### src/rtl/demux_1to4_if.sv
// Bus bundle for demux_1to4: select/data in, four routed outputs plus error status.
// Pure wiring, no state; the demux drives the outputs one clk after sampling Sel/E.
// No backpressure: every cycle is independent. err_cnt exists only with DEMUX_1TO4_ERRCNT_EN.
interface demux_1to4_if #(
    parameter int DW = 1
);
    logic [1:0]    Sel;
    logic [DW-1:0] E;
    logic [DW-1:0] Out1;
    logic [DW-1:0] Out2;
    logic [DW-1:0] Out3;
    logic [DW-1:0] Out4;
    logic          err;
`ifdef DEMUX_1TO4_ERRCNT_EN
    logic [7:0]    err_cnt;
`endif

    // Source side: drives select/data, observes routed results.
    modport master (
        output Sel,
        output E,
        input  Out1,
        input  Out2,
        input  Out3,
        input  Out4,
        input  err
`ifdef DEMUX_1TO4_ERRCNT_EN
        , input err_cnt
`endif
    );

    // Demux side: samples select/data, drives routed results.
    modport slave (
        input  Sel,
        input  E,
        output Out1,
        output Out2,
        output Out3,
        output Out4,
        output err
`ifdef DEMUX_1TO4_ERRCNT_EN
        , output err_cnt
`endif
    );
endinterface

### src/rtl/demux_1to4.sv
// Registered 1-to-N_OUT demultiplexer: routes E to the output chosen by Sel, flags invalid selects.
// Latency: exactly one clk from Sel/E sampling to Out*/err (and err_cnt).
// No backpressure or handshake; optional saturating err_cnt under macro DEMUX_1TO4_ERRCNT_EN.
module demux_1to4 #(
    parameter int DW    = 1,
    parameter int N_OUT = 4
) (
    input  logic         clk,
    input  logic         rst,
    demux_1to4_if.slave  bus
);
    // Select range compared at 3 bits so N_OUT = 4 makes every 2-bit Sel valid.
    localparam logic [2:0] N_OUT_W = 3'(N_OUT);

    logic                 sel_valid;
    logic [3:0][DW-1:0]   out_q;
    logic [3:0][DW-1:0]   out_drv;
    logic                 err_q;

    assign sel_valid = ({1'b0, bus.Sel} < N_OUT_W);

    // Decode and register: selected port takes E, all others clear; invalid select clears all.
    always_ff @(posedge clk or posedge rst) begin
        if (rst) begin
            out_q <= '0;
            err_q <= 1'b0;
        end else begin
            for (int i = 0; i < 4; i++) begin
                if (sel_valid && (bus.Sel == 2'(i))) begin
                    out_q[i] <= bus.E;
                end else begin
                    out_q[i] <= '0;
                end
            end
            err_q <= ~sel_valid;
        end
    end

    // Ports beyond N_OUT are hard-tied low so they prune away regardless of the register.
    always_comb begin
        out_drv = '0;
        for (int i = 0; i < 4; i++) begin
            if (i < N_OUT) begin
                out_drv[i] = out_q[i];
            end
        end
    end

    assign bus.Out1 = out_drv[0];
    assign bus.Out2 = out_drv[1];
    assign bus.Out3 = out_drv[2];
    assign bus.Out4 = out_drv[3];
    assign bus.err  = err_q;

`ifdef DEMUX_1TO4_ERRCNT_EN
    logic [7:0] err_cnt_q;

    // Count invalid-select edges, sticking at 255 rather than wrapping.
    always_ff @(posedge clk or posedge rst) begin
        if (rst) begin
            err_cnt_q <= 8'd0;
        end else if (!sel_valid && (err_cnt_q != 8'hFF)) begin
            err_cnt_q <= err_cnt_q + 8'd1;
        end
    end

    assign bus.err_cnt = err_cnt_q;
`endif
endmodule

### src/flat_wrapper.sv
// flat-port wrapper written by rule: the top's interface ports become plain ports
module demux_1to4_flat 
#(
    parameter int DW    = 1,
    parameter int N_OUT = 4
)
  (clk, rst, bus_Sel, bus_E, bus_Out1, bus_Out2, bus_Out3, bus_Out4, bus_err);
  demux_1to4_if #(.DW(DW)) bus_i ();
  input  logic clk;
  input  logic rst;
  input wire logic [$bits(bus_i.Sel)-1:0] bus_Sel;
  input wire logic [$bits(bus_i.E)-1:0] bus_E;
  output wire logic [$bits(bus_i.Out1)-1:0] bus_Out1;
  output wire logic [$bits(bus_i.Out2)-1:0] bus_Out2;
  output wire logic [$bits(bus_i.Out3)-1:0] bus_Out3;
  output wire logic [$bits(bus_i.Out4)-1:0] bus_Out4;
  output wire logic [$bits(bus_i.err)-1:0] bus_err;
  assign bus_i.Sel = bus_Sel;
  assign bus_i.E = bus_E;
  assign bus_Out1 = bus_i.Out1;
  assign bus_Out2 = bus_i.Out2;
  assign bus_Out3 = bus_i.Out3;
  assign bus_Out4 = bus_i.Out4;
  assign bus_err = bus_i.err;
  demux_1to4 #(.DW(DW), .N_OUT(N_OUT)) u_core (.clk(clk), .rst(rst), .bus(bus_i));
endmodule
### config.mk
export PLATFORM = sky130hd
export DESIGN_NAME = demux_1to4_flat
export DESIGN_NICKNAME = d
export VERILOG_FILES = /design/src/rtl/demux_1to4_if.sv /design/src/rtl/demux_1to4.sv /design/src/flat_wrapper.sv
export SDC_FILE = /design/constraint.sdc
export NUM_CORES = 1
export LEC_CHECK = 0
export ABC_AREA = 1
export CORE_AREA = 2 2 39 41
export CTS_CLUSTER_DIAMETER = 60
export CTS_CLUSTER_SIZE = 25
export DETAILED_ROUTE_END_ITERATION = 8
export DIE_AREA = 0 0 41 43
export GPL_ROUTABILITY_DRIVEN = 1
export PLACE_DENSITY_LB_ADDON = 0.08
export SLEW_MARGIN = 20
export SYNTH_ARGS = -nofsm -noshare
export SYNTH_HDL_FRONTEND = slang
export SYNTH_SLANG_ARGS = --single-unit
### constraint.sdc
create_clock -name clk -period 0.8 [get_ports clk]
set_input_delay 0.08 -clock clk [delete_from_list [all_inputs] [get_ports clk]]
set_output_delay 0.08 -clock clk [all_outputs]
set_load 0.03 [all_outputs]
==> flow_metrics.env <==
export IMPL_status="finished, violations left"
export IMPL_violations="setup timing"
export IMPL_die_x_um=41
export IMPL_slew_viol_final=0
export IMPL_cts_sinks=4
export IMPL_fin_setup_tns_ps=-34.53
export IMPL_synth_cell_types=6
export IMPL_layout_setup_ws_ps=-12.81
export IMPL_fin_util_pct=19.17
export IMPL_clock_path_buffers=2
export IMPL_power_density_nw_per_um2=1997
export IMPL_finalWirelength_um=262
export IMPL_yosys_top_cells_count="dfrtp_1, nor2_1, inv_1"
export IMPL_async_flop_share_pct=100.0
export IMPL_rows=14
export IMPL_die_h_um=43
export IMPL_maxCapViolations=0
export IMPL_grt_pass1_vias=125
export IMPL_clk_pin_slew_ps=40
export IMPL_io_pins=10
export IMPL_ys_ff_latch=4
export IMPL_antenna_found_initial=0
export IMPL_synth_ff_type="dfrtp_1"
export IMPL_timing_critical_path_cells="buf_6"
export IMPL_cpLargestDelayFamily="flip-flops"
export IMPL_vias=116
export IMPL_peakVddDrop_mv=0.4103
export IMPL_syn_area_um2=145.1
export IMPL_cp_num_cells=1
export IMPL_numCtsBuffers=3
export IMPL_vias_per_cell=2.829
export IMPL_crit_path_max_incr_delay_ps=370
export IMPL_period_needed_ps=812.8
export IMPL_gp_congestion=0.5666
export IMPL_drtAntennaViolNets=0
export IMPL_htreeDepth=1
export IMPL_end_kind="output port"
export IMPL_cts_root_buf="clkbuf_4"
export IMPL_grt_use_total_pct=4.435
export IMPL_wire_per_inst_um=6.390
export IMPL_yosys_warnings=0
export IMPL_grt_overflow_total=0
export IMPL_synthTopCellsByArea="dfrtp_1, nor2_1, inv_1, buf_4, nand2_1"
export IMPL_fin_crit_sh_pct=101.6
export IMPL_area_growth_pct=82.76
export IMPL_portBuffers=8
export IMPL_yosysTopAreaCellShare_pct=68.97
export IMPL_grt_first_pass_wirelength_um=400
export IMPL_max_freq_ghz=1.230
export IMPL_drt_initial_drc_count=0
export IMPL_worst_setup_path_type="flip-flop to output port"
export IMPL_finalSetupViolations=4
export IMPL_initial_utilization_pct=10.49
export IMPL_worstHoldPathType="primary input to async pin"
export IMPL_grt_setup_unrepaired="yes"
export IMPL_synth_cells=15
export IMPL_yosysSeqAreaShare_pct=68.97
export IMPL_synth_edf_count=0
export IMPL_drtPass1Iterations=1
export IMPL_arrival_ps=730
export IMPL_cp_required_ps=720
export IMPL_yosysTopAreaCell="dfrtp_1"
export IMPL_hold_violations=0
export IMPL_path_buf_inv=1
export IMPL_cts_tree="done"
export IMPL_power_leakage_nw=0.1397
export IMPL_core_um2=1384
export IMPL_layout_drive_gt1_share_pct=28.00
export IMPL_drc=0
export IMPL_synthesis_nets=20
export IMPL_avgSynthCellArea_um2=9.676
export IMPL_die_area_um2=1763
export IMPL_ctsHoldBuffers=0
export IMPL_cp_start_kind="flip-flop"
export IMPL_layout_nets=32
export IMPL_antenna_cells=0
export IMPL_grt_max_degree=5
export IMPL_cpMaxStageDelayCell="dfrtp_1"
export IMPL_crit_fanout=1
## power breakdown
group,internal (mW),leakage (nW),switching (mW),total [mW]
combinational,0.0352,0.0721,0.0390,0.0743
sequential,0.211,0.0538,0.00342,0.215
clock,0.167,0.0138,0.0735,0.241
total,0.414,0.140,0.116,0.530
## state kept, by name, indices dropped and copies added, names as in the netlist
name	flops
u_core.bus.Out2	1
u_core.bus.Out1	1
u_core.bus.Out4	1
u_core.bus.Out3	1
## how the worst max path moves through the flow
stage	from	endpoint	slack, ps
finish	u_core.bus.Out3	bus_Out3	-10
global route	u_core.bus.Out3	bus_Out3	-50
CTS	u_core.bus.Out3	bus_Out3	-30
detailed placement	bus_Sel[0]	u_core.bus.Out1	-30
global placement	bus_Sel[0]	u_core.bus.Out1	-30
floorplan	u_core.bus.Out1	bus_Out1	250
## through the flow
stage          cell area [µm²]  power, mW  hold WS, ps  worst slack [ps]  cells
2_1_floorplan            145.1     0.2535       -153.9             252.6     15
3_3_place_gp             227.7     0.2865        280.1            -32.95     38
3_5_place_dp             227.7     0.2861        269.1            -27.86     38
4_1_cts                  265.3     0.5484        26.05            -26.32     41
5_1_grt                  265.3     0.5611        40.35            -47.04     41
6_report                 265.3     0.5297        32.92            -12.81     41
## logic make-up (layout without fill, tap and decap cells)
logic type,Yosys count,count (layout),share of synthesized area (%)
other cells,1,1,2.584
simple gates,6,6,15.52
buf+inv,4,14,12.93
flops,4,4,68.97
## what timing repair did
item,CTS,global route
pin swaps,0,0
setup buffers,0,0
gates resized for setup,4,0
hold endpoints to repair,0,0
endpoints found under the setup margin,4,4
## cell type report
| class | instances | area (µm²) |
|---|---|---|
| multi-input cells | 7 | 26.28 |
| fillers | 165 | 1119 |
| inverters | 3 | 11.26 |
| clock buffers | 3 | 22.52 |
| flip-flops and latches | 4 | 100.1 |
| repair buffers | 8 | 85.08 |
| well taps | 16 | 20.02 |
## layout by cell type, fill, tap and decap left out, drive strengths merged
cell / netlist / routed
nor2: 4 / 4
buf: 1 / 4
conb: 1 / 1
nand2: 2 / 2
clkdlybuf4s50: 0 / 4
dfrtp: 4 / 4
inv: 3 / 3
clkbuf: 0 / 3
## metal layers
layer  track usage [%]  wire length [µm]
met2             4.063               138
met4             10.00                 0
met5                 0                 0
met3             3.141                35
met1             3.257                88
Note: power is estimated with default switching activity, not from simulation.
